<file path="config.mk">
export PLATFORM = sky130hd
export DESIGN_NAME = frv_fetch_buffer
export DESIGN_NICKNAME = d
export VERILOG_FILES = /design/src/rtl/frv_fetch_buffer.sv
export SDC_FILE = /design/constraint.sdc
export NUM_CORES = 1
export LEC_CHECK = 0
export BUFFER_PORTS_ARGS = -buffer_cell sky130_fd_sc_hd__buf_4
export CAP_MARGIN = 15
export CORE_ASPECT_RATIO = 1.4
export CORE_MARGIN = 2
export CORE_UTILIZATION = 35
export CTS_BUF_LIST = sky130_fd_sc_hd__clkbuf_2 sky130_fd_sc_hd__clkbuf_4 sky130_fd_sc_hd__clkbuf_8
export CTS_CLUSTER_SIZE = 40
export DETAILED_ROUTE_END_ITERATION = 10
export PLACE_DENSITY_LB_ADDON = 0.15
export SLEW_MARGIN = 20
export SYNTH_ARGS = -nofsm -noshare
export SYNTH_HDL_FRONTEND = slang
export SYNTH_SLANG_ARGS = --single-unit
</file>
<file path="constraint.sdc">
create_clock -name g_clk -period 3.4 [get_ports g_clk]
set_input_delay 0.34 -clock g_clk [delete_from_list [all_inputs] [get_ports g_clk]]
set_output_delay 0.34 -clock g_clk [all_outputs]
set_load 0.05 [all_outputs]
</file>
<file path="src/rtl/frv_fetch_buffer.sv">
// Halfword realignment FIFO between instruction fetch and decode: 32-bit words in,
// one complete 16/32-bit instruction out. Optional same-cycle bypass: FRV_FETCH_BUFFER_BYPASS_EN.
module frv_fetch_buffer #(
  parameter int DEPTH = 4,
  parameter int PTRW  = 2
) (
  input  logic        g_clk,
  input  logic        g_resetn,
  input  logic        flush,
  input  logic        flush_hi,
  input  logic        i_valid,
  input  logic [31:0] i_data,
  input  logic        i_error,
  output logic        i_ready,
  output logic        o_valid,
  output logic [31:0] o_data,
  output logic        o_error,
  output logic [1:0]  o_size,
  input  logic        o_ready
);

  localparam logic [PTRW:0] C_RDY_LIM = (PTRW+1)'(DEPTH - 2);

  logic [15:0]     r_hw [DEPTH];
  logic            r_err[DEPTH];
  logic [PTRW-1:0] r_rd_ptr;
  logic [PTRW-1:0] r_wr_ptr;
  logic [PTRW:0]   r_count;
  logic            r_drop_hi;

  logic [PTRW-1:0] w_rd_ptr1;
  logic [PTRW-1:0] w_wr_ptr1;
  logic            w_push;
  logic            w_pop;
  logic            w_byp;
  logic [15:0]     w_h0;
  logic [15:0]     w_h1;
  logic            w_e0;
  logic            w_e1;
  logic            w_have1;
  logic            w_have2;
  logic            w_is32;
  logic [1:0]      w_wr_n;
  logic [15:0]     w_wr_d0;
  logic [15:0]     w_wr_d1;
  logic [1:0]      w_pop_n;

  assign w_rd_ptr1 = r_rd_ptr + PTRW'(1);
  assign w_wr_ptr1 = r_wr_ptr + PTRW'(1);

  // Full means fewer than two free slots; a same-cycle pop earns no credit.
  assign i_ready = (r_count <= C_RDY_LIM);
  assign w_push  = i_valid & i_ready & !flush;

`ifdef FRV_FETCH_BUFFER_BYPASS_EN
  assign w_byp = w_push & (r_count == '0) & !r_drop_hi;
`else
  assign w_byp = 1'b0;
`endif

  // Head view: from storage normally, straight from the incoming word when bypassing.
  always_comb begin
    w_h0    = r_hw[r_rd_ptr];
    w_h1    = r_hw[w_rd_ptr1];
    w_e0    = r_err[r_rd_ptr];
    w_e1    = r_err[w_rd_ptr1];
    w_have1 = (r_count >= (PTRW+1)'(1));
    w_have2 = (r_count >= (PTRW+1)'(2));
    if (w_byp) begin
      w_h0    = i_data[15:0];
      w_h1    = i_data[31:16];
      w_e0    = i_error;
      w_e1    = i_error;
      w_have1 = 1'b1;
      w_have2 = 1'b1;
    end
  end

  // An errored head is always a 16-bit instruction so it never stalls for a partner.
  assign w_is32 = (w_h0[1:0] == 2'b11) & !w_e0;

  always_comb begin
    o_valid = w_have1 & (!w_is32 | w_have2);
    o_data  = 32'h0;
    o_error = 1'b0;
    o_size  = 2'b00;
    if (o_valid) begin
      o_size  = w_is32 ? 2'b10 : 2'b01;
      o_data  = w_is32 ? {w_h1, w_h0} : {16'h0, w_h0};
      o_error = w_e0 | (w_is32 & w_e1);
    end
  end

  assign w_pop = o_valid & o_ready & !flush;

  always_comb begin
    w_wr_n  = 2'd0;
    w_wr_d0 = i_data[15:0];
    w_wr_d1 = i_data[31:16];
    w_pop_n = w_pop ? (w_is32 ? 2'd2 : 2'd1) : 2'd0;
    if (w_push) begin
      if (r_drop_hi) begin
        w_wr_n  = 2'd1;
        w_wr_d0 = i_data[31:16];
      end else if (w_byp && w_pop) begin
        // Bypassed and consumed: keep only the halfword the decoder did not take.
        w_wr_n  = w_is32 ? 2'd0 : 2'd1;
        w_wr_d0 = i_data[31:16];
        w_pop_n = 2'd0;
      end else begin
        w_wr_n = 2'd2;
      end
    end
  end

  always_ff @(posedge g_clk) begin
    if (g_resetn && w_push) begin
      if (w_wr_n != 2'd0) begin
        r_hw[r_wr_ptr]  <= w_wr_d0;
        r_err[r_wr_ptr] <= i_error;
      end
      if (w_wr_n == 2'd2) begin
        r_hw[w_wr_ptr1]  <= w_wr_d1;
        r_err[w_wr_ptr1] <= i_error;
      end
    end
  end

  always_ff @(posedge g_clk) begin
    if (!g_resetn) begin
      r_rd_ptr  <= '0;
      r_wr_ptr  <= '0;
      r_count   <= '0;
      r_drop_hi <= 1'b0;
    end else if (flush) begin
      r_rd_ptr  <= '0;
      r_wr_ptr  <= '0;
      r_count   <= '0;
      r_drop_hi <= flush_hi;
    end else begin
      r_rd_ptr <= r_rd_ptr + PTRW'(w_pop_n);
      r_wr_ptr <= r_wr_ptr + PTRW'(w_wr_n);
      r_count  <= r_count + (PTRW+1)'(w_wr_n) - (PTRW+1)'(w_pop_n);
      if (w_push) r_drop_hi <= 1'b0;
    end
  end

  a_count_bound: assert property (@(posedge g_clk) disable iff (!g_resetn)
    r_count <= (PTRW+1)'(DEPTH));

endmodule

</file>
-- Word-level counts from Yosys, hierarchy flattened
Memories as Yosys holds them, arrays and structs flattened. A register that Yosys moved wholly into a read port is not among the register bits.
Index checks and enable logic that the tools add are counted.
- register bits after elaboration: 8
- bits of input ports: 39
- output and inout port bits: 37
- bits in writable memories: 68
- memories: 2
- logic and storage cells: 54
- memory list (memory ; words ; width ; rd ports ; clocked after memory_dff ; write ports ; line ; text):
    r_hw ; 4 ; 16 ; 2 ; 1 ; 2 ; 24 ; logic [15:0] r_hw [DEPTH];
    r_err ; 4 ; 1 ; 2 ; 1 ; 2 ; 25 ; logic r_err[DEPTH];
- equal/unequal tests: 2
- bitwise operators: 10
- order comparisons: 3
- add/subtract/negate cells: 6
- multiplexer cells: 20
- reductions and logical operators: 7
- operators with widths (cell ; number):
    $mux W32 ; 2
    $mux W16 ; 2
    $mux W2 ; 7
    $mux W1 ; 9
    $and A1 B1 Y1 ; 7
    $add A2 B1 Y2 const B ; 2
    $add A2 B2 Y2 ; 2
    $eq A2 B2 Y1 const B ; 2
    $reduce_bool A2 Y1 ; 2
    $add A3 B2 Y3 ; 1
    $ge A3 B1 Y1 const B ; 1
    $ge A3 B2 Y1 const B ; 1
    $le A3 B2 Y1 const B ; 1
    $logic_not A1 Y1 ; 3
    $sub A3 B2 Y3 ; 1
    $or A1 B1 Y1 ; 2
    $reduce_or A2 Y1 ; 1
    $logic_and A1 B1 Y1 ; 1
    $not A1 Y1 ; 1

-- Logic depth before layout (Yosys ltp)
Gate-level depths: netlist of the first run.
- depth in word-level cells: 10
- mapped depth: 11
- gate-level depth less buffers: 9

-- Worst setup path before layout of the first run
OpenSTA, ideal clock, no wires.
- path kind: flip-flop to flip-flop
- from: register r_count[0]
- to: memory r_err[0] (enable)
- setup time: 0.418 ns
- arrival time: 2.921 ns
- period minus slack after synthesis: 3.338 ns
- path buffers: 0
- stages on the path, launching flop included: 4
- setup slack: 0.062 ns
- required time: 2.982 ns
- path through: dfxtp_1 -> a21oi_1 -> nand3_1 -> a211oi_1
- RTL lines (what ; line ; text):
    start: declaration ; 28 ; logic [PTRW:0] r_count;
    start signal: assignment ; 143 ; r_count <= r_count + (PTRW+1)'(w_wr_n) - (PTRW+1)'(w_pop_n);
    end: declaration ; 25 ;

==> flow_summary_export.csv, run 1 <==
group,metric,value,unit
outcome,status,"finished clean",
clock_tree,cts.path.max_buffers,2,
yosys,synth_area_per_cell,14.8,sq um
worst_setup_path,cp_slowest_cell,"mux4_2",
floorplanning,ios,76,
grt,antenna_found_initial,0,
clock_tree,h-tree-depth,3,
drt,vias,2925,
floorplanning,start_util,36.1,%
layout,num_antenna_cells,0,
clock_tree,ctsHoldBuffers,0,
clock_tree,cts_resized,0,
clock_tree,postCtsSetupBuffers,0,
power_and_ir_drop,total_leakage_power,0.00203,uW
clock_tree,numClockSinks,76,
worst_setup_path,crit_path_start,"r_rd_ptr[0]",
sta,max_freq,0.328,GHz
sta,fin_crit,3.05,ns
yosys,synth_area,0.00447,sq mm
yosys,yosys-top-cells-count,"edfxtp_1, mux2_2, mux4_2",
power_and_ir_drop,pwr-share-seq,45.3,%
sta,setup_viol,0,
worst_setup_path,crit_path_end,"r_count[2]",
clock_tree,cts_buffers,9,
yosys,synth_edf_count,68,
sta,setup_tns,0,ns
power_and_ir_drop,p_sw,632,uW
sta,max-slew-margin-rel,57.5,%
placed_design,postPlaceCellArea,0.00526,sq mm
flow_run,cap_violations,0,
power_and_ir_drop,intPower,1710,uW
drt,wirelength,11300,um
layout,syn_to_final_growth,23.2,%
placed_design,port_buffers,75,
floorplanning,die_h,138,um
power_and_ir_drop,swShare,27.0,%
worst_setup_path,cp-start-kind,"flop",
grt,grt_start_max_net_pins,23,
clock_tree,tritoncts,"built",
worst_setup_path,max_stage_delay,0.55,ns
clock_tree,clk_latency,0.34,ns
worst_setup_path,crit_family,"adder cells",
worst_setup_path,worstSetupEndpointType,"flop",
yosys,synth_warnings,0,
yosys,synth_most_common_cell,"edfxtp_1",
power_and_ir_drop,combPwrFrac,19.4,%
sta,hold_viol,0,
placed_design,dp.final_hpwl,7460,um
hold_path,hp-class,"primary input to flop",
sta,rsz0062_at_grt,"false",
clock_tree,path_clk_slew,0.08,ns
sta,tightest_slew,0.636,ns
yosys,ys_ff_latch,76,
floorplanning,dieArea,0.0137,sq mm
worst_setup_path,crit_cells,8,
drt,drtIter0Drc,134,
worst_setup_path,r2r_end,"r_count[2]",
worst_setup_path,worst-setup-path-type,"flop to flop",
grt,grt_pass1_vias,3153,
clock_tree,ctsRootBufferMaster,"clkbuf_8",
yosys,synth_flop_cell,"edfxtp_1",
grt,globalRouteOverflowTotal,0,
sta,fin_crit_sh,89.8,%
floorplanning,core.rowCount,48,
floorplanning,die_w,99.5,um
power_and_ir_drop,p_clk_share,35.3,%
layout,layout-drive-gt1-share,55.3,%
drt,drc,0,
worst_setup_path,r2r_cells,8,
yosys,synthCells,301,
yosys,syn_nets,344,
worst_setup_path,required,3.63,ns
yosys,async_flop_share,0,%
layout,fin_nets,423,
drt,firstDrtPassIters,6,
sta,finClkSkew,0.00406,ns
worst_setup_path,cp_cell_sequence,"mux4_2 -> nand3b_1 -> or3_1 -> fa_1 -> fa_1 -> xnor2_1 -> xnor2_1 -> nor2_1",
yosys,synth.distinct_cells,40,
power_and_ir_drop,p_per_area,425,mW/mm^2
worst_setup_path,arrival,3.29,ns
drt,ant_nets,0,
yosys,yosysTopAreaCell,"edfxtp_1",
grt,track_usage,16.8,%
worst_setup_path,crit_buf_inv,0,
layout,final_area,0.00551,sq mm
yosys,yosysTopAreaCellShare,45.7,%
grt,grt_pass1_wl,16900,um
worst_setup_path,rr_startpoint,"r_rd_ptr[0]",
sta,report.final.slew_viol_count,0,
worst_setup_path,timing.reg2reg.setup_slack,0.35,ns
drt,vias_per_cell,5.47,
drt,routedWlPerCell,21.1,um
power_and_ir_drop,irDropWorstVdd,216,uV
worst_setup_path,cp_max_fo,8,
yosys,ys_seq_area_share,49.3,%
floorplanning,coreArea,0.0124,sq mm
sta,hold_slack,0.212,ns
placed_design,gp_congestion,0.759,
yosys,netlist_top_cells_area,"edfxtp_1, mux4_2, mux2_2",
[how the worst min path moves through the flow]
stage / depth (start not counted) / slack (ns) / from / endpoint
CTS: 1 / 0.19 / i_error / r_err[0]
global route: 1 / 0.19 / i_error / r_err[3]
finish: 1 / 0.21 / i_error / r_err[2]
floorplan: 0 / 0.44 / i_error / r_err[0]
detailed placement: 1 / 0.56 / i_error / r_err[0]
global placement: 1 / 0.56 / i_error / r_err[0]
[metrics by stage]
step | power (uW) | instances | utilization [%] | setup slack (ns)
3_3_place_gp | 1530 | 519 | 42.5 | 0.425
3_5_place_dp | 1540 | 519 | 42.5 | 0.377
5_1_grt | 2430 | 535 | 44.5 | 0.141
2_1_floorplan | 1370 | 301 | - | 0.0616
6_report | 2340 | 535 | 44.5 | 0.348
4_1_cts | 2360 | 535 | 44.4 | 0.182
[registers in the layout (all words and copies together) (netlist names)]
register and cells:
r_rd_ptr 2, r_err 4, r_wr_ptr 2, r_count 3, r_hw 64, r_drop_hi 1
[cell type report]
type | count | area, sq um
Inverter | 9 | 33.8
Clock inverter | 7 | 115
Fill cell | 1156 | 6870
Tap cell | 150 | 188
Multi-Input combinational cell | 197 | 2190
Clock buffer | 9 | 124
Sequential cell | 76 | 2200
Timing Repair Buffer | 87 | 653
[power groups by stage]
stage / logic, uW / registers, uW / clock network (uW)
floorplan: 297 / 1070 / 0
global placement: 451 / 1080 / 0
detailed placement: 456 / 1080 / 0
CTS: 458 / 1060 / 845
global route: 486 / 1060 / 878
finish: 453 / 1060 / 827
[metal layers]
layer | up-vias | track usage (%) | wire, um
li1 | 1340 | - | -
met1 | 1486 | 19.6 | 4540
met2 | 84 | 30.5 | 6050
met3 | 15 | 2.79 | 516
met4 | 0 | 6.93 | 174
met5 | - | 0 | 0
[placed cells by master (no fill, tap or decap), types with 2 or more instances in the layout]
cell type  count
nor2_2         3
nand2b_1       3
inv_1          9
and2_1         4
nand3_1        2
a21oi_1        3
nand2_1        8
dfxtp_2        2
ha_1           2
o21ai_2        2
fa_1           2
dfxtp_1        6
mux2_2        63
buf_4         87
edfxtp_1      68
clkbuf_8       9
mux4_2        34
bufinv_16      3
xnor2_1        5
nand3b_1       2
nor2_1         9
nor2b_1       17
and3_1        17
a31oi_1        2
a21o_1         2
[cells by family (layout without fill, tap and decap cells)]
logic type	count (synthesis)	count (layout)	synth area share [%]
DFF	76	76	49.3
and+or+nand+nor	75	75	9.91
buffers and inverters	28	112	2.69
AOI/OAI and AO/OA	14	14	2.21
xor gates and xnor gates	5	5	0.980
adders and majority gates	4	4	1.46
muxes	99	99	33.5
No activity file was read; power rests on OpenSTA's default activity.
==> run 2: changes to the inputs <==
==> constraint.sdc (replaced) <==
create_clock -name g_clk -period 3.4 [get_ports g_clk]
set_input_delay 0 -clock g_clk [delete_from_list [all_inputs] [get_ports g_clk]]
set_output_delay 0 -clock g_clk [all_outputs]
set_load 0.05 [all_outputs]
==> run 2 against run 1 <==
Against the previous run: first-iteration DRC count is 4.5% higher; largest power group unchanged; global-route usage is 0.96 points higher; register-to-register slack worse by 0.04 ns; count of clock-buffer cells in the layout is 1 higher; flip-flop and latch count stayed put; via count is 4.7% higher; sequential share of layout area is 3.2 points lower; cell area is 8.7% higher; sequential power hardly changed.
==> flow_summary_export.csv, run 2 (same netlist as run 1, synthesis figures left out) <==
group,metric,value,unit
sta,finClkSkew,0.00612,ns
placed_design,dp.final_hpwl,7480,um
layout,top_register,"r_hw",
power_and_ir_drop,swShare,28.8,%
worst_setup_path,cp-start-kind,"flop",
worst_setup_path,cp_max_fo,10,
worst_setup_path,worst-setup-path-type,"flop to flop",
drt,drc,0,
clock_tree,tritoncts,"built",
flow_run,cap_violations,0,
sta,fin_crit_sh,90.8,%
floorplanning,coreArea,0.0124,sq mm
drt,vias,3063,
worst_setup_path,crit_path_start,"r_rd_ptr[0]",
grt,grt_start_max_net_pins,29,
worst_setup_path,crit_family,"adder cells",
drt,firstDrtPassIters,4,
power_and_ir_drop,p_sw,651,uW
power_and_ir_drop,p_per_area,378,mW/mm^2
clock_tree,h-tree-depth,3,
sta,max_freq,0.324,GHz
grt,track_usage,17.8,%
worst_setup_path,timing.reg2reg.setup_slack,0.31,ns
hold_path,hp-class,"primary input to flop",
floorplanning,ios,76,
layout,fin_nets,475,
layout,final-seq-area,0.00220,sq mm
placed_design,port_buffers,75,
grt,grt_pass1_vias,3295,
floorplanning,die_h,138,um
sta,fin_crit,3.09,ns
floorplanning,dieArea,0.0137,sq mm
grt,antenna_found_initial,0,
layout,largest_reg_flops,64,
power_and_ir_drop,combPwrFrac,22.3,%
power_and_ir_drop,pwr-share-seq,46.9,%
sta,tightest_slew,0.657,ns
layout,top_regs,"r_hw (64), r_err (4), r_count (3)",
clock_tree,cts_resized,0,
layout,multi_input_area,0.00219,sq mm
clock_tree,cts.path.max_buffers,2,
sta,hold_viol,0,
sta,rsz0062_at_grt,"false",
power_and_ir_drop,intPower,1610,uW
layout,syn_to_final_growth,33.9,%
layout,layout-drive-gt1-share,48.5,%
placed_design,dp.cells,518,
placed_design,gp_congestion,0.765,
worst_setup_path,r2r_cells,8,
placed_design,preCtsSetupSlack,0.295,ns
floorplanning,core.rowCount,48,
power_and_ir_drop,p_clk_share,30.8,%
clock_tree,path_clk_slew,0.07,ns
worst_setup_path,required,3.65,ns
floorplanning,die_w,99.5,um
layout,fillers,1113,
sta,setup_viol,0,
clock_tree,ctsRootBufferMaster,"clkbuf_8",
clock_tree,clk_latency,0.36,ns
outcome,status,"finished clean",
drt,routedWlPerCell,19.8,um
clock_tree,postCtsSetupBuffers,0,
hold_path,hp-start,"g_resetn",
worst_setup_path,cp_cell_sequence,"mux4_2 -> nand3b_1 -> or3_1 -> fa_1 -> fa_1 -> xnor2_1 -> xnor2_1 -> nor2_1",
power_and_ir_drop,irDropWorstVdd,145,uV
worst_setup_path,rr_startpoint,"r_rd_ptr[0]",
worst_setup_path,r2r_end,"r_count[2]",
worst_setup_path,crit_path_end,"r_count[2]",
worst_setup_path,cp_slowest_cell,"mux4_2",
clock_tree,numClockSinks,76,
grt,globalRouteOverflowTotal,0,
sta,setup_tns,0,ns
grt,grt_pass1_wl,18000,um
drt,ant_nets,0,
drt,drtIter0Drc,140,
worst_setup_path,worstSetupEndpointType,"flop",
layout,num_antenna_cells,0,
power_and_ir_drop,total_leakage_power,0.00222,uW
clock_tree,cts_buffers,9,
layout,mostFrequentLayoutCell,"buf_4",
sta,max-slew-margin-rel,56.1,%
worst_setup_path,crit_buf_inv,0,
worst_setup_path,max_stage_delay,0.56,ns
floorplanning,start_util,36.1,%
sta,layout_setup_ws,0.312,ns
worst_setup_path,crit_cells,8,
power_and_ir_drop,power,2260,uW
drt,vias_per_cell,5.22,
layout,final_cells,587,
layout,final_cell_mix,"buf_4, edfxtp_1, mux2_2, dlygate4sd3_1, mux4_2",
drt,wirelength,11600,um
sta,report.final.slew_viol_count,0,
worst_setup_path,arrival,3.34,ns
==> run 2: cell types whose count changed in the layout (fill, tap and decap cells not counted), sizes merged <==
cell         delta
dlygate4sd3    +53
bufinv          -2
buf             -1
clkbuf          +1
inv             +1
==> run 2: area by class of cell <==
cell class	count	area share, %
clock buffers	10	2.19
multi-input cells	197	36.6
clock inverters	6	1.07
inverters	9	0.564
flip-flops and latches	76	36.8
repair buffers	139	19.6
well taps	150	3.14
==> run 2: worst register-to-register path: stages (launching register included) <==
cell	delay, ns
dfxtp_2	0.50
mux4_2	0.56
nand3b_1	0.23
or3_1	0.39
fa_1	0.49
fa_1	0.45
xnor2_1	0.18
xnor2_1	0.13
nor2_1	0.05
==> run 2: worst min-delay path by stage <==
| stage | to | cells past startpoint |
|---|---|---|
| 5_1_grt | r_wr_ptr[1] | 3 |
| 6_report | r_rd_ptr[0] | 3 |
| 4_1_cts | r_rd_ptr[0] | 3 |
| 3_5_place_dp | r_err[3] | 1 |
| 2_1_floorplan | r_err[0] | 0 |
| 3_3_place_gp | r_err[1] | 1 |
==> run 2: power by group through the flow <==
stage	registers [uW]	logic [uW]	clock network, uW
floorplan	1070	297	0
global placement	1080	452	0
detailed placement	1080	457	0
CTS	1060	510	708
global route	1060	541	750
finish	1060	505	698
==> run 2: through the flow <==
step / hold WS (ns) / instance area [sq um] / util [%]
final: 0.0258 / 5990 / 48.4
after global routing: 0.0377 / 5990 / 48.4
after CTS: 0.0207 / 5990 / 48.4
after detailed placement: 0.221 / 5260 / 42.5
after global placement: 0.220 / 5250 / 42.5
after floorplan: 0.0989 / 4470 / -
==> run 2: layer usage <==
layer / vias up / wire length [um] / track usage [%] / part of all wire [%]
li1: 1437 / - / - / -
met1: 1540 / 4710 / 21.7 / 41
met2: 77 / 6230 / 31.9 / 54
met3: 9 / 510 / 2.94 / 4.4
met4: 0 / 159 / 5.78 / 1.4
met5: - / 0 / 0 / 0
==> run 2: repair_timing <==
item / CTS / global route
hold buffers: 53 / 0
endpoints found under the setup margin: 0 / 0
endpoints found under the hold margin: 70 / 0
==> run 3: changes to the inputs <==
- CTS_CLUSTER_SIZE: 40 -> 10
- PLACE_DENSITY: not set -> 0.55
- PLACE_DENSITY_LB_ADDON: 0.15 -> not set
==> run 3 against run 2 <==
Against the previous run: die area is the same; worst hold slack got worse by 0.015 ns; first-iteration DRC count down 24%; critical endpoint unchanged; highest routed layer unchanged.
==> flow_summary_export.csv, run 3 (same netlist as run 1, synthesis figures left out) <==
group,metric,value,unit
placed_design,dp.final_hpwl,7640,um
sta,max-slew-margin-rel,32.1,%
clock_tree,postCtsSetupBuffers,0,
worst_setup_path,arrival,3.17,ns
clock_tree,numClockSinks,76,
outcome,status,"finished clean",
grt,grt_pass1_vias,3341,
worst_setup_path,worst-setup-path-type,"flop to flop",
power_and_ir_drop,total_leakage_power,0.00223,uW
grt,track_usage,18.0,%
layout,num_antenna_cells,0,
clock_tree,tritoncts,"built",
placed_design,gp_congestion,0.788,
drt,drc,0,
layout,mostFrequentLayoutCell,"buf_4",
clock_tree,path_clk_slew,0.08,ns
floorplanning,dieArea,0.0137,sq mm
layout,top_register,"r_hw",
floorplanning,die_w,99.5,um
sta,max_freq,0.343,GHz
drt,routedWlPerCell,20.1,um
worst_setup_path,cp_max_fo,14,
grt,grt_pass1_wl,18300,um
hold_path,hp-class,"primary input to flop",
layout,largest_reg_flops,64,
drt,firstDrtPassIters,4,
drt,ant_nets,0,
placed_design,port_buffers,75,
drt,drtIter0Drc,106,
clock_tree,cts_buffers,9,
floorplanning,start_util,36.1,%
drt,wirelength,11900,um
power_and_ir_drop,p_per_area,383,mW/mm^2
sta,report.final.slew_viol_count,0,
worst_setup_path,cp-start-kind,"flop",
clock_tree,clk_latency,0.37,ns
sta,tightest_slew,1.02,ns
layout,final_cell_mix,"buf_4, edfxtp_1, mux2_2, dlygate4sd3_1, mux4_2",
flow_run,cap_violations,0,
sta,fin_crit,2.92,ns
layout,top_regs,"r_hw (64), r_err (4), r_count (3)",
worst_setup_path,r2r_cells,8,
drt,vias,3146,
sta,hold_slack,0.0104,ns
clock_tree,ctsRootBufferMaster,"clkbuf_8",
grt,grt_start_max_net_pins,23,
layout,syn_to_final_growth,34.2,%
layout,final_area,0.00600,sq mm
sta,rsz0062_at_grt,"false",
drt,vias_per_cell,5.34,
sta,fin_crit_sh,85.7,%
sta,setup_tns,0,ns
floorplanning,coreArea,0.0124,sq mm
floorplanning,die_h,138,um
power_and_ir_drop,irDropWorstVdd,149,uV
grt,globalRouteOverflowTotal,0,
hold_path,hold_depth,3,
placed_design,postPlaceCellArea,0.00526,sq mm
clock_tree,cts.path.max_buffers,2,
worst_setup_path,required,3.65,ns
sta,setup_viol,0,
layout,fin_nets,477,
worst_setup_path,worstSetupEndpointType,"flop",
sta,finClkSkew,0.00867,ns
floorplanning,core.rowCount,48,
clock_tree,h-tree-depth,3,
layout,layout-drive-gt1-share,49.0,%
floorplanning,ios,76,
sta,hold_viol,0,
grt,antenna_found_initial,0,
==> run 3: changes by cell type in the layout (fill, tap and decap cells not counted), sizes merged <==
| cell | delta |
|---|---|
| inv | +3 |
| clkbuf | -1 |
| buf | +2 |
| clkinv | -2 |
==> run 3: worst paths after layout <==
path,from,endpoint,slack [ns]
worst max-delay path,r_rd_ptr[1],r_count[2],0.48
worst min-delay path,g_resetn,r_wr_ptr[1],0.01
worst max register to register,r_rd_ptr[1],r_count[2],0.48
worst min register to register,r_count[2],r_count[2],0.59
==> run 3: through the flow <==
stage          utilization [%]  instances  total power [uW]  setup WS (ns)
2_1_floorplan                -        301              1370         0.0616
3_3_place_gp              42.5        520              1530          0.554
3_5_place_dp              42.5        520              1530          0.468
4_1_cts                   48.5        589              2310          0.459
5_1_grt                   48.5        589              2380          0.296
6_report                  48.5        589              2300          0.485
==> run 3: where the power goes <==
part / total (uW) / switching [uW] / internal, uW
sequential: 1060 / 15.7 / 1040
clock: 734 / 383 / 351
combinational: 501 / 282 / 219
==> run 3: metal layers <==
metal	share of wire (%)	GRT usage, %	up-vias
met3	3.4	2.99	18
met2	52	31.7	78
met4	2.1	6.70	0
met1	42	22.0	1600
li1	-	-	1450
met5	0	0	-
==> run 3: area by class of cell <==
type | instances | area, sq um
clock buffer | 9 | 124
fill | 1123 | 6380
clock inverter | 7 | 80.1
tap | 150 | 188
multi-input combinational | 197 | 2170
sequential | 76 | 2200
inverter | 9 | 33.8
timing repair buffer | 141 | 1190
==> run 3: timing repair <==
action | CTS | global route
hold buffers | 53 | 0
hold endpoints to repair | 70 | 0
resized for setup | 0 | 0
setup endpoints to repair | 0 | 0
==> run 3: worst max-delay path: stages, from the launching register on <==
cell and delay, ns:
dfxtp_2 0.54, mux4_2 0.39, nand3b_1 0.21, or3_1 0.38, fa_1 0.47, fa_1 0.44
xnor2_1 0.19, xnor2_1 0.14, nor2_1 0.06
